<file path="src/rtl/slot_mask_decoder_pkg.sv">
// Shared sizing, FSM state encoding and index-to-one-hot helper for the slot mask decoder.
package slot_mask_decoder_pkg;

  localparam int   SLOTS     = 5;
  localparam int   IDX_WIDTH = 3;
  localparam int   CNT_WIDTH = 3;
  localparam logic ACTIVE    = 1'b0;

  typedef enum logic {
    ST_IDLE   = 1'b0,
    ST_COMMIT = 1'b1
  } state_t;

  // Out-of-range indices decode to all zeros.
  function automatic logic [SLOTS-1:0] onehot(input logic [IDX_WIDTH-1:0] idx);
    logic [SLOTS-1:0] r;
    r = '0;
    for (int i = 0; i < SLOTS; i++) begin
      if (int'(idx) == i) r[i] = 1'b1;
    end
    return r;
  endfunction

endpackage

</file>
<file path="src/rtl/slot_mask_decoder_if.sv">
// Request/response bundle between the object-slot allocator logic and the mask decoder.
interface slot_mask_decoder_if;
  import slot_mask_decoder_pkg::*;

  // A request transfers on a cycle where valid and ready are both high; ready depends only on
  // decoder state, never on valid, and a request not accepted is simply dropped by the decoder.
  logic                 set_valid;
  logic [IDX_WIDTH-1:0] set_idx;
  logic                 set_ready;
  logic                 clr_valid;
  logic [IDX_WIDTH-1:0] clr_idx;
  logic                 clr_ready;
  logic                 clr_all;
  logic                 frame_tick;
  logic [SLOTS-1:0]     free_mask;
  logic [SLOTS-1:0]     occ;
  logic [SLOTS-1:0]     spawn_pulse;
  logic [CNT_WIDTH-1:0] occ_count;
  logic                 err_range;
  logic                 err_dup;
  state_t               dbg_state;

  modport master (
    output set_valid, set_idx, clr_valid, clr_idx, clr_all, frame_tick,
    input  set_ready, clr_ready, free_mask, occ, spawn_pulse, occ_count,
    input  err_range, err_dup, dbg_state
  );

  modport slave (
    input  set_valid, set_idx, clr_valid, clr_idx, clr_all, frame_tick,
    output set_ready, clr_ready, free_mask, occ, spawn_pulse, occ_count,
    output err_range, err_dup, dbg_state
  );

endinterface

</file>
<file path="src/rtl/slot_idx_decoder.sv">
// Combinational slot index to one-hot decode with a range flag.
module slot_idx_decoder
  import slot_mask_decoder_pkg::*;
(
  input  logic [IDX_WIDTH-1:0] idx,
  output logic [SLOTS-1:0]     oh,
  output logic                 in_range
);

  assign oh       = onehot(idx);
  assign in_range = (int'(idx) < SLOTS);

endmodule

</file>
<file path="src/rtl/slot_mask_decoder.sv">
// Stages spawn/despawn requests per frame and commits them atomically on frame_tick,
// publishing the occupancy and free mask consumed by the slot priority encoder.
module slot_mask_decoder
  import slot_mask_decoder_pkg::*;
(
  input  logic                clk,
  input  logic                rst,
  slot_mask_decoder_if.slave  bus
);

  function automatic logic [CNT_WIDTH-1:0] popcount(input logic [SLOTS-1:0] v);
    logic [CNT_WIDTH-1:0] c;
    c = '0;
    for (int i = 0; i < SLOTS; i++) c = c + CNT_WIDTH'(v[i]);
    return c;
  endfunction

  state_t               state_q, state_d;
  logic [SLOTS-1:0]     occ_q, occ_d;
  logic [SLOTS-1:0]     pend_set_q, pend_set_d;
  logic [SLOTS-1:0]     pend_clr_q, pend_clr_d;
  logic [SLOTS-1:0]     spawn_q, spawn_d;
  logic [CNT_WIDTH-1:0] cnt_q, cnt_d;
  logic                 err_range_q, err_range_d;
  logic                 err_dup_q, err_dup_d;

  logic [SLOTS-1:0] set_oh, clr_oh, taken;
  logic             set_in_range, clr_in_range;
  logic             idle, set_acc, clr_acc, set_dup;

  slot_idx_decoder u_set_dec (.idx(bus.set_idx), .oh(set_oh), .in_range(set_in_range));
  slot_idx_decoder u_clr_dec (.idx(bus.clr_idx), .oh(clr_oh), .in_range(clr_in_range));

  assign idle    = (state_q == ST_IDLE);
  assign set_acc = bus.set_valid & idle;
  assign clr_acc = bus.clr_valid & idle;
  assign taken   = occ_q | pend_set_q;
  // A slot already staged for clearing may be re-requested; the clear still wins at commit.
  assign set_dup = |(set_oh & taken & ~pend_clr_q);

  always_comb begin
    state_d     = state_q;
    occ_d       = occ_q;
    pend_set_d  = pend_set_q;
    pend_clr_d  = pend_clr_q;
    spawn_d     = '0;
    cnt_d       = cnt_q;
    err_range_d = 1'b0;
    err_dup_d   = 1'b0;
    case (state_q)
      ST_IDLE: begin
        if (set_acc) begin
          if (!set_in_range)  err_range_d = 1'b1;
          else if (set_dup)   err_dup_d   = 1'b1;
          else                pend_set_d  = pend_set_q | set_oh;
        end
        if (clr_acc) begin
          if (!clr_in_range)  err_range_d = 1'b1;
          else                pend_clr_d  = pend_clr_d | clr_oh;
        end
        if (bus.clr_all)    pend_clr_d = '1;
        if (bus.frame_tick) state_d    = ST_COMMIT;
      end
      ST_COMMIT: begin
        occ_d      = (occ_q & ~pend_clr_q) | (pend_set_q & ~pend_clr_q);
        spawn_d    = pend_set_q & ~pend_clr_q & ~occ_q;
        cnt_d      = popcount(occ_d);
        pend_set_d = '0;
        pend_clr_d = '0;
        state_d    = ST_IDLE;
      end
      default: state_d = ST_IDLE;
    endcase
  end

  always_ff @(posedge clk) begin
    if (rst) begin
      state_q     <= ST_IDLE;
      occ_q       <= '0;
      pend_set_q  <= '0;
      pend_clr_q  <= '0;
      spawn_q     <= '0;
      cnt_q       <= '0;
      err_range_q <= 1'b0;
      err_dup_q   <= 1'b0;
    end else begin
      state_q     <= state_d;
      occ_q       <= occ_d;
      pend_set_q  <= pend_set_d;
      pend_clr_q  <= pend_clr_d;
      spawn_q     <= spawn_d;
      cnt_q       <= cnt_d;
      err_range_q <= err_range_d;
      err_dup_q   <= err_dup_d;
    end
  end

  assign bus.set_ready   = idle;
  assign bus.clr_ready   = idle;
  assign bus.free_mask   = (ACTIVE == 1'b1) ? ~taken : taken;
  assign bus.occ         = occ_q;
  assign bus.spawn_pulse = spawn_q;
  assign bus.occ_count   = cnt_q;
  assign bus.err_range   = err_range_q;
  assign bus.err_dup     = err_dup_q;
  assign bus.dbg_state   = state_q;

endmodule

</file>
<file path="src/flat_wrapper.sv">
// flat-port wrapper written by rule: the top's interface ports become plain ports
module slot_mask_decoder_flat import slot_mask_decoder_pkg::*;
  (clk, rst, bus_set_valid, bus_set_idx, bus_clr_valid, bus_clr_idx, bus_clr_all, bus_frame_tick, bus_set_ready, bus_clr_ready, bus_free_mask, bus_occ, bus_spawn_pulse, bus_occ_count, bus_err_range, bus_err_dup, bus_dbg_state);
  slot_mask_decoder_if bus_i ();
  input  logic clk;
  input  logic rst;
  input wire logic [$bits(bus_i.set_valid)-1:0] bus_set_valid;
  input wire logic [$bits(bus_i.set_idx)-1:0] bus_set_idx;
  input wire logic [$bits(bus_i.clr_valid)-1:0] bus_clr_valid;
  input wire logic [$bits(bus_i.clr_idx)-1:0] bus_clr_idx;
  input wire logic [$bits(bus_i.clr_all)-1:0] bus_clr_all;
  input wire logic [$bits(bus_i.frame_tick)-1:0] bus_frame_tick;
  output wire logic [$bits(bus_i.set_ready)-1:0] bus_set_ready;
  output wire logic [$bits(bus_i.clr_ready)-1:0] bus_clr_ready;
  output wire logic [$bits(bus_i.free_mask)-1:0] bus_free_mask;
  output wire logic [$bits(bus_i.occ)-1:0] bus_occ;
  output wire logic [$bits(bus_i.spawn_pulse)-1:0] bus_spawn_pulse;
  output wire logic [$bits(bus_i.occ_count)-1:0] bus_occ_count;
  output wire logic [$bits(bus_i.err_range)-1:0] bus_err_range;
  output wire logic [$bits(bus_i.err_dup)-1:0] bus_err_dup;
  output wire logic [$bits(bus_i.dbg_state)-1:0] bus_dbg_state;
  assign bus_i.set_valid = bus_set_valid;
  assign bus_i.set_idx = bus_set_idx;
  assign bus_i.clr_valid = bus_clr_valid;
  assign bus_i.clr_idx = bus_clr_idx;
  assign bus_i.clr_all = bus_clr_all;
  assign bus_i.frame_tick = bus_frame_tick;
  assign bus_set_ready = bus_i.set_ready;
  assign bus_clr_ready = bus_i.clr_ready;
  assign bus_free_mask = bus_i.free_mask;
  assign bus_occ = bus_i.occ;
  assign bus_spawn_pulse = bus_i.spawn_pulse;
  assign bus_occ_count = bus_i.occ_count;
  assign bus_err_range = bus_i.err_range;
  assign bus_err_dup = bus_i.err_dup;
  assign bus_dbg_state = bus_i.dbg_state;
  slot_mask_decoder u_core (.clk(clk), .rst(rst), .bus(bus_i));
endmodule
</file>
<file path="config.mk">
export PLATFORM = sky130hd
export DESIGN_NAME = slot_mask_decoder_flat
export DESIGN_NICKNAME = d
export VERILOG_FILES = /design/src/rtl/slot_mask_decoder_pkg.sv /design/src/rtl/slot_mask_decoder_if.sv /design/src/rtl/slot_idx_decoder.sv /design/src/rtl/slot_mask_decoder.sv /design/src/flat_wrapper.sv
export SDC_FILE = /design/constraint.sdc
export NUM_CORES = 1
export LEC_CHECK = 0
export CAP_MARGIN = 20
export CORE_UTILIZATION = 51
export CTS_BUF_LIST = sky130_fd_sc_hd__clkbuf_2 sky130_fd_sc_hd__clkbuf_4 sky130_fd_sc_hd__clkbuf_8
export CTS_CLUSTER_DIAMETER = 80
export DETAILED_ROUTE_END_ITERATION = 16
export PLACE_DENSITY = 0.86
export SYNTH_ARGS = -nofsm -noshare
export SYNTH_HDL_FRONTEND = slang
export SYNTH_HIERARCHICAL = 1
export SYNTH_SLANG_ARGS = --single-unit
</file>
<file path="constraint.sdc">
create_clock -name clk -period 5.25 [get_ports clk]
set_input_delay 1.575 -clock clk [delete_from_list [all_inputs] [get_ports clk]]
set_output_delay 1.575 -clock clk [all_outputs]
set_load 0.01 [all_outputs]
</file>
==> out/metrics.cfg, run 1 <==
[synth]
ys.flop_type = dfxtp_1
yosys.area.top_type = dfxtp_1
synth.top_cell.area_share_pct = 45.41
ys.warnings.count = 6
synth.distinct_cells = 29
yosysMostFrequentCell = dfxtp_1
netlist_top_cells_count = dfxtp_1 (26), nor2_1 (18), inv_1 (8), mux2i_1 (7)
synth_area_mm2 = 0.001146
avgSynthCellArea_um2 = 9.966
postSynthNetCount = 130
synthCells = 115
synth-edff-count = 0
yosys_register_bits = 26
yosysSeqAreaShare_pct = 45.41
ys_async_sr_fraction_pct = 0
synthTopCellsByArea = dfxtp_1 (45%), mux2i_1 (6.1%), nor2_1 (5.9%)

[hold_path]
min_from = u_core/pend_clr_q[2]
min_path_cells = 1
min_path_type = reg -> reg
hold_end = u_core/bus.spawn_pulse[2]

[worst_setup_path]
crit_chain = inv_1, clkdlybuf4s50_1
crit_path_start_kind = flip-flop
max_stage_delay_ns = 0.67
r2r_start = u_core/pend_clr_q[3]
slowest_stage = dfxtp_1
endpoint_kind = output pin
rr_endpoint = u_core/bus.occ_count[1]
crit_required_ns = 3.68
reg2regPathDepth = 8
r2r_setup_slack_ns = 3.02
crit_fanout = 12
crit_type = reg -> out
cp.arrival_ns = 1.70

[cells_and_area]
seqCellArea_um2 = 520.5
syn_to_final_growth_pct = 32.86
layout.nets = 165
drive_gt1_share_pct = 9.459
multi_input_area_um2 = 575.6
nFillCells = 165
antenna_cells = 0

[clocking]
clkTransAtPathRegs_ns = 0.13
clock_sinks = 26
ctsResizeCount = 0
numCtsBuffers = 3
cts_setup_buffers = 0
cts_tree = built
htreeDepth = 1
ctsHoldBuffers = 0
root_buffer = clkbuf_4
clockBufferDepth = 2
clock_latency_ns = 0.31

[route]
drc_errors = 0
drtPass1Iterations = 4
drtAntennaViolNets = 0
vias = 949
drtIter0Drc = 11
avgViaCountPerCell = 5.423
wirelength_um = 2407
wl_per_cell_um = 13.75

[global_routing]
grt_pass1_wl_um = 4002
grt_pass1_vias = 887
grt_max_degree = 14
grt_usage_pct = 21.47
overflow = 0
antenna_found_initial = 0

[sta]
period_share_pct = 62.37
hold_viol = 0
maxSlewViolCount = 0
setup_violations = 0
final.setup_skew_ns = 0.005098
final.setup.worst_slack_ns = 1.976
max_freq_ghz = 0.3054
relSlewSlack_pct = 65.88
min_period_ns = 3.274
finalSetupTns_ns = 0
worst-slew-pin-transition_ns = 0.5111
hold-worst-slack_ns = 0.4593
rsz0062_at_grt = false

[floorplan]
die_y_um = 49.41
initial_utilization_pct = 56.13
rows = 16
die_w_um = 49.41
die_area_mm2 = 0.002441
core_area_mm2 = 0.002042
ioPinCount = 35

[run_status]
outcome = finished clean

[placement]
place.detailed.hpwl_um = 1906
pre_cts_ws_ns = 1.886
portBuffers = 34
gp_congestion = 0.7566

[job]
max-cap-violations = 0

[power]
p_leak_nw = 0.5977
ir_drop_mv = 0.1604
total_power_uw = 334.1
powerDensity_mw_per_mm2 = 219.4

==> critical path, delay by kind of cell, from the launching register on <==
kind / cells / cell delay (ns)
buf+inv: 2 / 0.72
flops: 1 / 0.67
==> report_power, final <==
group          total (mW)  internal (mW)  switching, mW
logic              0.0431         0.0238         0.0193
clock network      0.0821         0.0268         0.0553
registers           0.209          0.203        0.00623
total               0.334          0.253         0.0808
==> cell families after synthesis <==
kind of cell	after synthesis	share of synthesized area, %
AND/OR/NAND/NOR	46	25.00
adder cells (fa/ha/maj)	3	4.585
AO/OA/AOI/OAI	21	14.52
multiplexers	7	6.114
buffers and inverters	12	4.367
flip-flops	26	45.41
==> layer usage <==
layer | GRT usage [%] | part of all wire [%] | wire [um]
met2 | 38.36 | 51 | 1221
met4 | 7.143 | 1.4 | 34
met1 | 26.31 | 44 | 1052
met3 | 2.804 | 4.1 | 98
met5 | 0 | 0 | 0
==> how the worst max path moves through the flow <==
stage,startpoint,end,depth (start not counted),slack [ns]
3_3_place_gp,rst,u_core/pend_set_q[0],5,1.97
5_1_grt,u_core/bus.dbg_state,bus_set_ready,2,1.84
2_1_floorplan,bus_set_idx[0],u_core/pend_set_q[0],4,2.74
6_report,u_core/bus.dbg_state,bus_clr_ready,2,1.98
3_5_place_dp,rst,u_core/pend_set_q[0],5,1.89
4_1_cts,u_core/bus.dbg_state,bus_set_ready,2,1.96
==> sequential cells by signal, indices dropped and copies added, names as in the netlist <==
signal	cells
u_core/bus.err_range	1
u_core/bus.occ	5
u_core/bus.err_dup	1
u_core/pend_clr_q	5
u_core/bus.occ_count	3
u_core/bus.dbg_state	1
u_core/bus.spawn_pulse	5
u_core/pend_set_q	5
==> cell type report <==
type                    instances  share of cell area [%]
multi-input cells              77                   37.80
flip-flops and latches         26                   34.18
repair buffers                 34                   22.35
well taps                      27                   2.219
inverters                       8                   1.972
clock buffers                   3                   1.479
==> placed cells by master (no fill, tap or decap), types with 3 or more instances in the layout <==
cell type / Yosys / routed
a211oi_1: 5 / 5
a22o_1: 6 / 6
clkbuf_4: 0 / 3
clkdlybuf4s50_1: 0 / 34
dfxtp_1: 26 / 26
inv_1: 8 / 8
mux2i_1: 7 / 7
nand2b_1: 3 / 3
nor2_1: 18 / 18
nor3b_1: 6 / 6
nor4b_1: 5 / 5
or2_2: 4 / 4
==> stage by stage <==
stage / instance area (um^2) / util, % / cells
2_1_floorplan: 1146 / - / 115
3_3_place_gp: 1500 / 73.47 / 172
3_5_place_dp: 1500 / 73.47 / 172
4_1_cts: 1523 / 74.57 / 175
5_1_grt: 1523 / 74.57 / 175
6_report: 1523 / 74.57 / 175
(Power assumes the default switching activity.)
==> inputs of run 2 (changes only) <==
--- a/config.mk
+++ b/config.mk
@@ -6,11 +6,11 @@
 export NUM_CORES = 1
 export LEC_CHECK = 0
 export CAP_MARGIN = 20
-export CORE_UTILIZATION = 51
+export CORE_UTILIZATION = 48
 export CTS_BUF_LIST = sky130_fd_sc_hd__clkbuf_2 sky130_fd_sc_hd__clkbuf_4 sky130_fd_sc_hd__clkbuf_8
 export CTS_CLUSTER_DIAMETER = 80
 export DETAILED_ROUTE_END_ITERATION = 16
-export PLACE_DENSITY = 0.86
+export PLACE_DENSITY = 0.82
 export SYNTH_ARGS = -nofsm -noshare
 export SYNTH_HDL_FRONTEND = slang
 export SYNTH_HIERARCHICAL = 1
==> constraint.sdc (replaced) <==
create_clock -name clk -period 3.22 [get_ports clk]
set_input_delay 0.966 -clock clk [delete_from_list [all_inputs] [get_ports clk]]
set_output_delay 0.966 -clock clk [all_outputs]
set_load 0.01 [all_outputs]
==> out/metrics.cfg, run 2 (synthesis results as in run 1) <==
[run_status]
outcome = finished clean

[global_routing]
use_met3_pct = 4.167
grt_pass1_vias = 876
top_usage_layer = met2
gr-usage-met2_pct = 34.22
overflow = 0
grt_max_degree = 16
antenna_found_initial = 0
globalRouteMet1Util_pct = 28.28
grt_pass1_wl_um = 4036
grt_usage_pct = 21.36

[power]
p_int_uw = 496.0
p_seq_share_pct = 53.9
switching_share_pct = 21.33
power_switching_uw = 134.5
p_leak_nw = 0.6167
pwr-share-clk_pct = 34.7
ir_drop_mv = 0.3695
powerDensity_mw_per_mm2 = 403.8
combPwrFrac_pct = 11.4

[job]
max-cap-violations = 0

[sta]
min_period_ns = 2.719
finalSetupTns_ns = 0
maxSlewViolCount = 0
relSlewSlack_pct = 62.58
final.setup_skew_ns = 0.007604
hold_viol = 0
worst-slew-pin-transition_ns = 0.5605
period_share_pct = 84.45
setup_violations = 0
rsz0062_at_grt = false
final.setup.worst_slack_ns = 0.5007
max_freq_ghz = 0.3677

[route]
drc_errors = 0
drtAntennaViolNets = 0
drtPass1Iterations = 4
vias = 964
wirelength_um = 2329
avgViaCountPerCell = 5.416
drtIter0Drc = 10
wl_per_cell_um = 13.08

[floorplan]
rows = 17
die_area_mm2 = 0.002587
die_w_um = 50.87
core_area_mm2 = 0.002233
die_y_um = 50.87
ioPinCount = 35
initial_utilization_pct = 51.32

[worst_setup_path]
crit_path_start_kind = flip-flop
crit_required_ns = 2.25
crit_type = reg -> out
crit_fanout = 12
cp.arrival_ns = 1.75
r2r_setup_slack_ns = 1.02
endpoint_kind = output pin

[clocking]
cts_setup_buffers = 0
cts_tree = built
numCtsBuffers = 3
htreeDepth = 1
clock_latency_ns = 0.32
root_buffer = clkbuf_4
clockBufferDepth = 2
clkTransAtPathRegs_ns = 0.14
ctsHoldBuffers = 0
clock_sinks = 26
ctsResizeCount = 0

[cells_and_area]
finalNonFillerCells = 178
layout.nets = 166
final_common_cell = clkdlybuf4s50_1
antenna_cells = 0
layout_common_cells = clkdlybuf4s50_1 (34), dfxtp_1 (26), nor2_1 (18)
drive_gt1_share_pct = 10.67
syn_to_final_growth_pct = 36.24

[hold_path]
min_path_type = reg -> reg

[placement]
place.detailed.hpwl_um = 1800
dp.cells = 174
portBuffers = 34
pre_cts_ws_ns = 0.6516
gp_congestion = 0.7671

[run 2: per-layer routing]
layer  up-vias  part of all wire [%]
li1        471                     -
met2        23                    49
met5         -                     0
met1       468                    47
met3         2                   3.7
met4         0                  0.69
[run 2: final cells by class]
type                            count  area (um^2)
Multi-Input combinational cell     77        575.6
Clock buffer                        3        22.52
Timing Repair Buffer               35        347.8
Sequential cell                    26        520.5
Clock inverter                      1        30.03
Tap cell                           28        35.03
Fill cell                         185        671.9
Inverter                            8        30.03
[run 2: worst max-delay path, stage by stage, from the launching register on]
cell and delay [ns]:
dfxtp_1 0.70, inv_1 0.21, clkdlybuf4s50_1 0.53
[run 2: final timing paths]
| check | start | end | cells past startpoint |
|---|---|---|---|
| setup / recovery | u_core/bus.dbg_state | bus_set_ready | 2 |
| hold reg to reg | u_core/pend_clr_q[0] | u_core/bus.spawn_pulse[0] | 1 |
| setup reg to reg | u_core/pend_clr_q[3] | u_core/bus.occ_count[1] | 8 |
| hold / removal | u_core/pend_clr_q[0] | u_core/bus.spawn_pulse[0] | 1 |
[run 2: per-stage QoR]
| stage | util [%] | power [mW] | instance area, um^2 | hold slack (ns) |
|---|---|---|---|---|
| 2_1_floorplan | - | 0.3818 | 1146 | 0.4165 |
| 3_3_place_gp | 67.56 | 0.4168 | 1509 | 0.4455 |
| 3_5_place_dp | 67.56 | 0.4185 | 1509 | 0.4524 |
| 4_1_cts | 69.92 | 0.6387 | 1562 | 0.4732 |
| 5_1_grt | 69.92 | 0.6613 | 1562 | 0.4957 |
| 6_report | 69.92 | 0.6306 | 1562 | 0.4713 |
[run 2: power groups by stage]
| stage | logic, mW | registers [mW] | clock network (mW) |
|---|---|---|---|
| final | 0.0718 | 0.340 | 0.219 |
| after global routing | 0.0789 | 0.342 | 0.241 |
| after CTS | 0.0716 | 0.340 | 0.227 |
| after detailed placement | 0.0712 | 0.347 | 0 |
| after global placement | 0.0697 | 0.347 | 0 |
| after floorplan | 0.0382 | 0.344 | 0 |
